File: src/rtl/lap_timer.sv
// Single-clock race lap timer: centisecond lap clock, finish-line edge detection,
// last/best lap capture and lap counting through an IDLE/RUNNING/DONE FSM.
module lap_timer #(
    parameter int CLK_HZ     = 65_000_000,
    parameter int NUM_LAPS   = 3,
    parameter int MIN_LAP_CS = 200,
    parameter int MAX_CS     = 59999
) (
    input  logic        pclk,
    input  logic        rst,
    input  logic        race_start,
    input  logic        finish_line,
    output logic [15:0] current_lap_time,
    output logic [15:0] last_lap_time,
    output logic [15:0] best_lap_time,
    output logic [3:0]  lap_count,
    output logic        lap_valid,
    output logic        race_done
);

    localparam int PRESCALE = CLK_HZ / 100;
    localparam int PS_W     = (PRESCALE > 1) ? $clog2(PRESCALE) : 1;

    localparam logic [PS_W-1:0] PS_LAST  = PS_W'(PRESCALE - 1);
    localparam logic [15:0]     MIN_TIME = 16'(MIN_LAP_CS);
    localparam logic [15:0]     MAX_TIME = 16'(MAX_CS);
    localparam logic [3:0]      LAPS     = 4'(NUM_LAPS);

    typedef enum logic [1:0] {IDLE, RUNNING, DONE} state_t;

    state_t          state, state_next;
    logic [PS_W-1:0] prescaler, prescaler_d;
    logic [15:0]     cur_d, last_d, best_d;
    logic [3:0]      count_d;
    logic            valid_d, done_d;
    logic            fl_prev;
    logic            crossing, cs_tick, lap_ok, final_lap;

    // NOTE: every signal assigned in always_comb gets a default first, so no
    // path through the case/if tree can leave it unassigned and infer a latch.
    always_comb begin
        crossing  = finish_line & ~fl_prev;
        cs_tick   = (state == RUNNING) && (prescaler == PS_LAST);
        lap_ok    = (state == RUNNING) && crossing && (current_lap_time >= MIN_TIME);
        final_lap = lap_ok && ((lap_count + 4'd1) == LAPS);

        state_next  = state;
        prescaler_d = prescaler;
        cur_d       = current_lap_time;
        last_d      = last_lap_time;
        best_d      = best_lap_time;
        count_d     = lap_count;
        valid_d     = 1'b0;
        done_d      = race_done;

        if (race_start) begin
            // A restart wins over any crossing seen in the same cycle.
            state_next  = RUNNING;
            prescaler_d = '0;
            cur_d       = '0;
            last_d      = '0;
            best_d      = '0;
            count_d     = '0;
            done_d      = 1'b0;
        end else begin
            case (state)
                IDLE: begin
                    prescaler_d = '0;
                    cur_d       = '0;
                end
                RUNNING: begin
                    if (lap_ok) begin
                        // Capture the pre-increment time; a coincident tick is dropped.
                        last_d      = current_lap_time;
                        cur_d       = '0;
                        prescaler_d = '0;
                        count_d     = lap_count + 4'd1;
                        valid_d     = 1'b1;
                        if (lap_count == 4'd0 || current_lap_time < best_lap_time)
                            best_d = current_lap_time;
                        if (final_lap) begin
                            state_next = DONE;
                            done_d     = 1'b1;
                        end
                    end else if (cs_tick) begin
                        prescaler_d = '0;
                        if (current_lap_time < MAX_TIME)
                            cur_d = current_lap_time + 16'd1;
                    end else begin
                        prescaler_d = prescaler + 1'b1;
                    end
                end
                DONE: begin
                    prescaler_d = '0;
                    cur_d       = '0;
                end
                default: state_next = IDLE;
            endcase
        end
    end

    // NOTE: sequential state uses non-blocking assignments only, so every
    // register samples the pre-edge values computed above.
    // NOTE: the idle line sample resets to 1, so a car sitting on the line when
    // reset releases is not mistaken for a crossing.
    always_ff @(posedge pclk or posedge rst) begin
        if (rst) begin
            state            <= IDLE;
            prescaler        <= '0;
            current_lap_time <= '0;
            last_lap_time    <= '0;
            best_lap_time    <= '0;
            lap_count        <= '0;
            lap_valid        <= 1'b0;
            race_done        <= 1'b0;
            fl_prev          <= 1'b1;
        end else begin
            state            <= state_next;
            prescaler        <= prescaler_d;
            current_lap_time <= cur_d;
            last_lap_time    <= last_d;
            best_lap_time    <= best_d;
            lap_count        <= count_d;
            lap_valid        <= valid_d;
            race_done        <= done_d;
            fl_prev          <= finish_line;
        end
    end

endmodule

File: config.mk
export PLATFORM = sky130hd
export DESIGN_NAME = lap_timer
export DESIGN_NICKNAME = d
export VERILOG_FILES = /design/src/rtl/lap_timer.sv
export SDC_FILE = /design/constraint.sdc
export NUM_CORES = 1
export LEC_CHECK = 0
export ABC_AREA = 1
export BUFFER_PORTS_ARGS = -buffer_cell sky130_fd_sc_hd__buf_4
export CORE_UTILIZATION = 50
export DETAILED_ROUTE_END_ITERATION = 10
export GPL_ROUTABILITY_DRIVEN = 1
export GPL_TIMING_DRIVEN = 0
export PLACE_DENSITY = 0.71
export SLEW_MARGIN = 20
export SYNTH_ARGS = -nofsm -noshare
export SYNTH_HDL_FRONTEND = slang
export SYNTH_SLANG_ARGS = --single-unit
File: constraint.sdc
create_clock -name pclk -period 3 [get_ports pclk]
set_clock_uncertainty 0.2 [all_clocks]
set_input_delay 0.45 -clock pclk [delete_from_list [all_inputs] [get_ports pclk]]
set_output_delay 0.45 -clock pclk [all_outputs]
set_load 0.1 [all_outputs]
Word level (Yosys, flattened, before mapping):

Cells that the tools add are included.

* $add $sub $neg: 3
* magnitude comparators: 3
* equal/unequal tests: 9
* muxes and demuxes: 30
* bitwise logic cells: 2
* reductions and logical operators: 18

Operators with widths (count)
* two-way mux 16 bit: 11
* two-way mux 20 bit: 3
* case mux 20 bit (2 select lines): 1
* case mux 16 bit (2 select lines): 1
* adder 20 x 1 -> 20 bit (second input constant): 1
* == test 20 bit (second input constant): 1
* adder 16 x 1 -> 16 bit (second input constant): 1
* >= comparator 16 x 8 -> 1 bit (second input constant): 1
* < comparator 16 bit: 1
* < comparator 16 bit (second input constant): 1
* two-way mux 4 bit: 3
* AND reduction 3 bit: 4
* nonzero test 2 bit: 4
* two-way mux 1 bit: 7
* two-way mux 2 bit: 3
* != test 3 bit (second input constant): 2
* adder 4 x 1 -> 4 bit (second input constant): 1
* == test 4 x 2 -> 1 bit (second input constant): 1
* logical AND 1 bit: 4
* zero test 4 bit: 1
* != test 4 x 3 -> 1 bit (second input constant): 1
* != test 4 bit (second input constant): 1
* case mux 2 bit (2 select lines): 1
* nonzero test 3 bit: 1
* 9 further kinds: 9

* register bits: 77
* input port bits: 4
* output and inout bits: 54
* logic and storage cells: 74

Depth between registers and ports, before layout:

* word-level depth: 9
* mapped depth: 15
* depth with buffers taken out: 14

Least setup slack after synthesis:

OpenSTA, ideal clock, no wires.

* path kind: register to register
* start point: register current_lap_time[5]
* end point: register best_lap_time[8]
* library setup time: 0.069 ns
* arrival time: 2.459 ns
* data required time: 2.731 ns
* slack: 0.271 ns
* cell stages (with the launch flop): 12
* buffers on the path: 1
* clock period less this slack: 2.729 ns
* cell sequence: dfrtp_1 ha_1 a21oi_1 nor2_1 nor3_1 nand2_1 nand2_1 nand2_1 nand2_1 clkbuf_1 nand3_1 nand2_1

* cells in the longest elaborated chain, start to end: 4
* elaborated cells on any way between the ends: 7
* those cells by class: 2 x order compare; 5 x reduce/logical

Ends and longest elaborated chain
* from (decl): RTL line 13 `output logic [15:0] current_lap_time,`
* from (signal assigned): RTL line 120 `current_lap_time <= cur_d;`
* < comparator 16 bit or >= comparator 16 x 8 -> 1 bit (tied branches): RTL line 79, 44
* logical OR 1 bit or logical AND 1 bit (tied branches): RTL line 79, 44
* nonzero test 2 bit (no line)
* AND reduction 3 bit (no line) *
* to (signal assigned): RTL line 122 `best_lap_time <= best_d;`
* to (decl): RTL line 15 `output logic [15:0] best_lap_time,`

Mark *: on every way between the ends. The rest lies on a longest branch, timed or not.
A chain may end at the register's enable or synchronous reset.

Final worst setup path:

* start point: register current_lap_time[5]
* end point: register best_lap_time[4]

Same word-level chain as after synthesis.

==> summary.md <==
| Metric | Value |
|---|---|
| Number of violations of the max-capacitance limit | 0 |
| Transition time at the pin with the least slew margin | 515 ps |
| Yosys cell types | 42 |
| Reported leakage power | 0.00267 µW |
| Initial cell density of the core | 51.5% |
| Design area | 0.00532 mm² |
| First-pass DRT Iterations | 5 |
| Hold Fails Final Rpt | 0 |
| WL/cell | 14.3 µm |
| Critical-path cell with the highest stage delay | sky130_fd_sc_hd__dfrtp_1 |
| Remaining antenna violation count after routing | 0 |
| Via count of the first global-routing pass | 3,966 |
| TritonCTS clock tree | yes |
| Half-perimeter wire length after placement | 8270 µm |
| DR DRC count | 0 |
| Path type of the worst setup path | reg -> reg |
| Final max-slew violation count | 0 |
| Overflow after GRT | 0 |
| Peak supply drop | 0.276 mV |
| Run status | finished clean |
| Number of standard-cell rows in the floorplan | 34 |
| Final weighted congestion in routability-driven placement | 0.912 |
| Port-buffer cells | 56 |
| Clock tree root buffer cell | sky130_fd_sc_hd__clkbuf_8 |
| Post-route setup slack | 458 ps |
| Global-route total usage across every layer | 24.9% |
| Buffers from clock root to sink, at most | 2 |
| CTS Sinks | 77 |
| # resized after CTS | 0 |
| Worst EP arrival | 2630 ps |
| Ordered cell list for the critical path | ha_1, a21oi_1, nor2_1, nor3_1, nand2_1, nand2_1, nand2_1, nand2_1, clkbuf_1, nand3_1, nand2_1 |
| Vias after detailed routing | 4,059 |
| Post-synthesis cell count | 581 |
| RSZ-0062 raised after global routing | no |
| Final-stage net count | 676 |
| Area of the placeable core | 0.00872 mm² |
| Count of yosys warnings during synthesis | 0 |
| Most common cell on crit path | sky130_fd_sc_hd__nand2_1 |
| Final period utilization | 84.7% |
| Total of endpoints with negative setup slack in the final report | 0 |
| Area growth from synthesis to final layout | 18.5% |
| # H-tree levels | 3 |
| Number of CTS-inserted buffers | 9 |
| DIE HEIGHT | 96.8 µm |
| DR iter-0 viols | 262 |
| Latest clock arrival within the worst-skew pair | 360 ps |
| Minimum clock period after layout | 2540 ps |
| Syn_nets | 606 |
| Post-Synthesis Cell Area | 0.00449 mm² |
| Horizontal die dimension | 96.8 µm |
| Slowest cell delay on critical path | 590 ps |
| Flop and latch count out of synthesis | 77 |
| Largest fanout on the critical path | 10 |
| Critical path capture point type | flop |
| Total power per unit cell area | 396 mW/mm² |
| Maximum clock frequency | 393 MHz |
| I/O pins | 58 |
| Crit path launch type | flop |
| Largest net degree at the start of global routing | 51 |
| Fill cell count | 801 |
| Post-place setup slack | 490 ps |
| Die footprint | 0.00937 mm² |
| Worst-path clk slew | 90 ps |
| Number of antenna violations at the first check in global routing | 0 |
| Post-layout util | 61.0% |
| Placed cell areas | 0.00508 mm² |
| Required time at the worst-slack endpoint | 3090 ps |
| Global-route wire length before repair | 18,900 µm |
| Routed wire length | 10,900 µm |
| Proportion of layout cells with a drive suffix above 1 | 18.3% |
| Average instance area after synthesis | 7.73 µm² |
| Max-slew headroom | 65.4% |
| Tightest Hold Check Type | reg -> reg |
| N_diodes | 0 |
| Avg Vias per Cell | 5.31 |
| Post-synthesis sequential area ratio | 42.9% |
placed cells by master (no fill, tap or decap), types with 3 or more instances in the layout:
| cell type | count |
|---|---|
| sky130_fd_sc_hd__o21ai_1 | 9 |
| sky130_fd_sc_hd__nand4_1 | 14 |
| sky130_fd_sc_hd__nand2_4 | 3 |
| sky130_fd_sc_hd__dfrtp_1 | 76 |
| sky130_fd_sc_hd__clkbuf_1 | 5 |
| sky130_fd_sc_hd__nor3_1 | 19 |
| sky130_fd_sc_hd__a21oi_1 | 13 |
| sky130_fd_sc_hd__nand3_1 | 51 |
| sky130_fd_sc_hd__o21ai_0 | 18 |
| sky130_fd_sc_hd__nor2_1 | 49 |
| sky130_fd_sc_hd__buf_6 | 4 |
| sky130_fd_sc_hd__nand2_2 | 5 |
| sky130_fd_sc_hd__a31oi_1 | 3 |
| sky130_fd_sc_hd__ha_1 | 21 |
| sky130_fd_sc_hd__buf_2 | 7 |
| sky130_fd_sc_hd__clkbuf_8 | 9 |
| sky130_fd_sc_hd__inv_1 | 65 |
| sky130_fd_sc_hd__clkinvlp_4 | 3 |
| sky130_fd_sc_hd__xor2_1 | 12 |
| sky130_fd_sc_hd__inv_2 | 3 |
| sky130_fd_sc_hd__o21ai_2 | 6 |
| sky130_fd_sc_hd__nand2_1 | 167 |
| sky130_fd_sc_hd__buf_4 | 59 |
state kept, by name (all words and copies together), names as in the netlist:
register / cells
prescaler: 20
best_lap_time: 16
current_lap_time: 16
last_lap_time: 16
lap_count: 4
state: 2
fl_prev: 1
lap_valid: 1
race_done: 1
metal layers:
layer	routed length [µm]	global-route usage [%]	up-vias
met1	4820	31.8	1932
met2	5390	42.6	104
li1	-	-	2006
met4	246	9.64	0
met5	0	0	-
met3	453	3.54	17
metrics by stage:
step           hold WS (ps)  power (µW)  TNS [ps]  instances
2_1_floorplan           254        1200         0        581
3_3_place_gp            259        1240    -38160        745
3_5_place_dp            264        1240         0        746
4_1_cts                 287        2120         0        764
5_1_grt                 322        2180         0        764
6_report                279        2110         0        764
cells by family after synthesis:
kind of cell	count (synthesis)	share of synthesized area (%)
AO/OA/AOI/OAI	55	7.33
XOR/XNOR	13	2.53
adder cells (fa/ha/maj)	21	5.85
buffers and inverters	90	8.72
flip-flops	77	42.9
AND/OR/NAND/NOR	325	32.6
path summary, 6_finish.rpt:
| kind | start | endpoint | slack [ps] | depth (start not counted) |
|---|---|---|---|---|
| max reg2reg | current_lap_time[5]$_DFFE_PP0P_ | best_lap_time[4]$_DFFE_PP0P_ | 460 | 11 |
| min | last_lap_time[7]$_DFFE_PP0P_ | last_lap_time[7]$_DFFE_PP0P_ | 280 | 2 |
| min in group asynchronous | rst | last_lap_time[2]$_DFFE_PP0P_ | 440 | 3 |
| min reg2reg | last_lap_time[7]$_DFFE_PP0P_ | last_lap_time[7]$_DFFE_PP0P_ | 280 | 2 |
| max | current_lap_time[5]$_DFFE_PP0P_ | best_lap_time[4]$_DFFE_PP0P_ | 460 | 11 |
| max in group asynchronous | rst | fl_prev$_DFF_PP1_ | 1570 | 4 |
Yosys cell counts (all sizes together):
library cell | count | area [µm²]
inv | 70 | 265
nand3 | 52 | 265
a21oi | 14 | 81.3
xor2 | 12 | 105
o21ai | 33 | 188
a31oi | 3 | 18.8
a22o | 2 | 17.5
nor2 | 53 | 219
nor4 | 1 | 6.26
and2 | 2 | 12.5
o22ai | 1 | 6.26
nand4 | 14 | 87.6
nor3b | 2 | 15.0
o211a | 1 | 10.0
or2 | 3 | 21.3
dfrtp | 76 | 1900
nor3 | 21 | 121
buf | 14 | 103
ha | 21 | 263
clkbuf | 6 | 23.8
and3 | 1 | 6.26
xnor2 | 1 | 8.76
nand2 | 176 | 712
dfstp | 1 | 26.3
a22oi | 1 | 7.51
report_power, final:
part           switching, µW  internal [µW]
clock                    411            471
sequential              13.9           1050
combinational            121           44.0
worst max-delay path: cells and delay by family, from the launching register on:
kind	cells	cell delay, ps
compound gates	1	130
simple gates	8	850
buf+inv	1	390
flops	1	590
fa+ha+maj	1	320
cell type report:
type	instances	area (µm²)	share of cell area (%)
well taps	108	135	2.54
clock inverters	7	100	1.88
flip-flops and latches	77	1930	36.2
plain buffers	20	126	2.37
multi-input cells	414	2170	40.8
clock buffers	9	124	2.33
repair buffers	59	468	8.79
inverters	70	268	5.03
timing repair:
| item | 4_1_cts | 5_1_grt |
|---|---|---|
| buffers inserted | 0 | 0 |
| hold buffers | 2 | 0 |
| endpoints found under the hold margin | 28 | 0 |
Note: power is estimated with default switching activity, not from simulation.
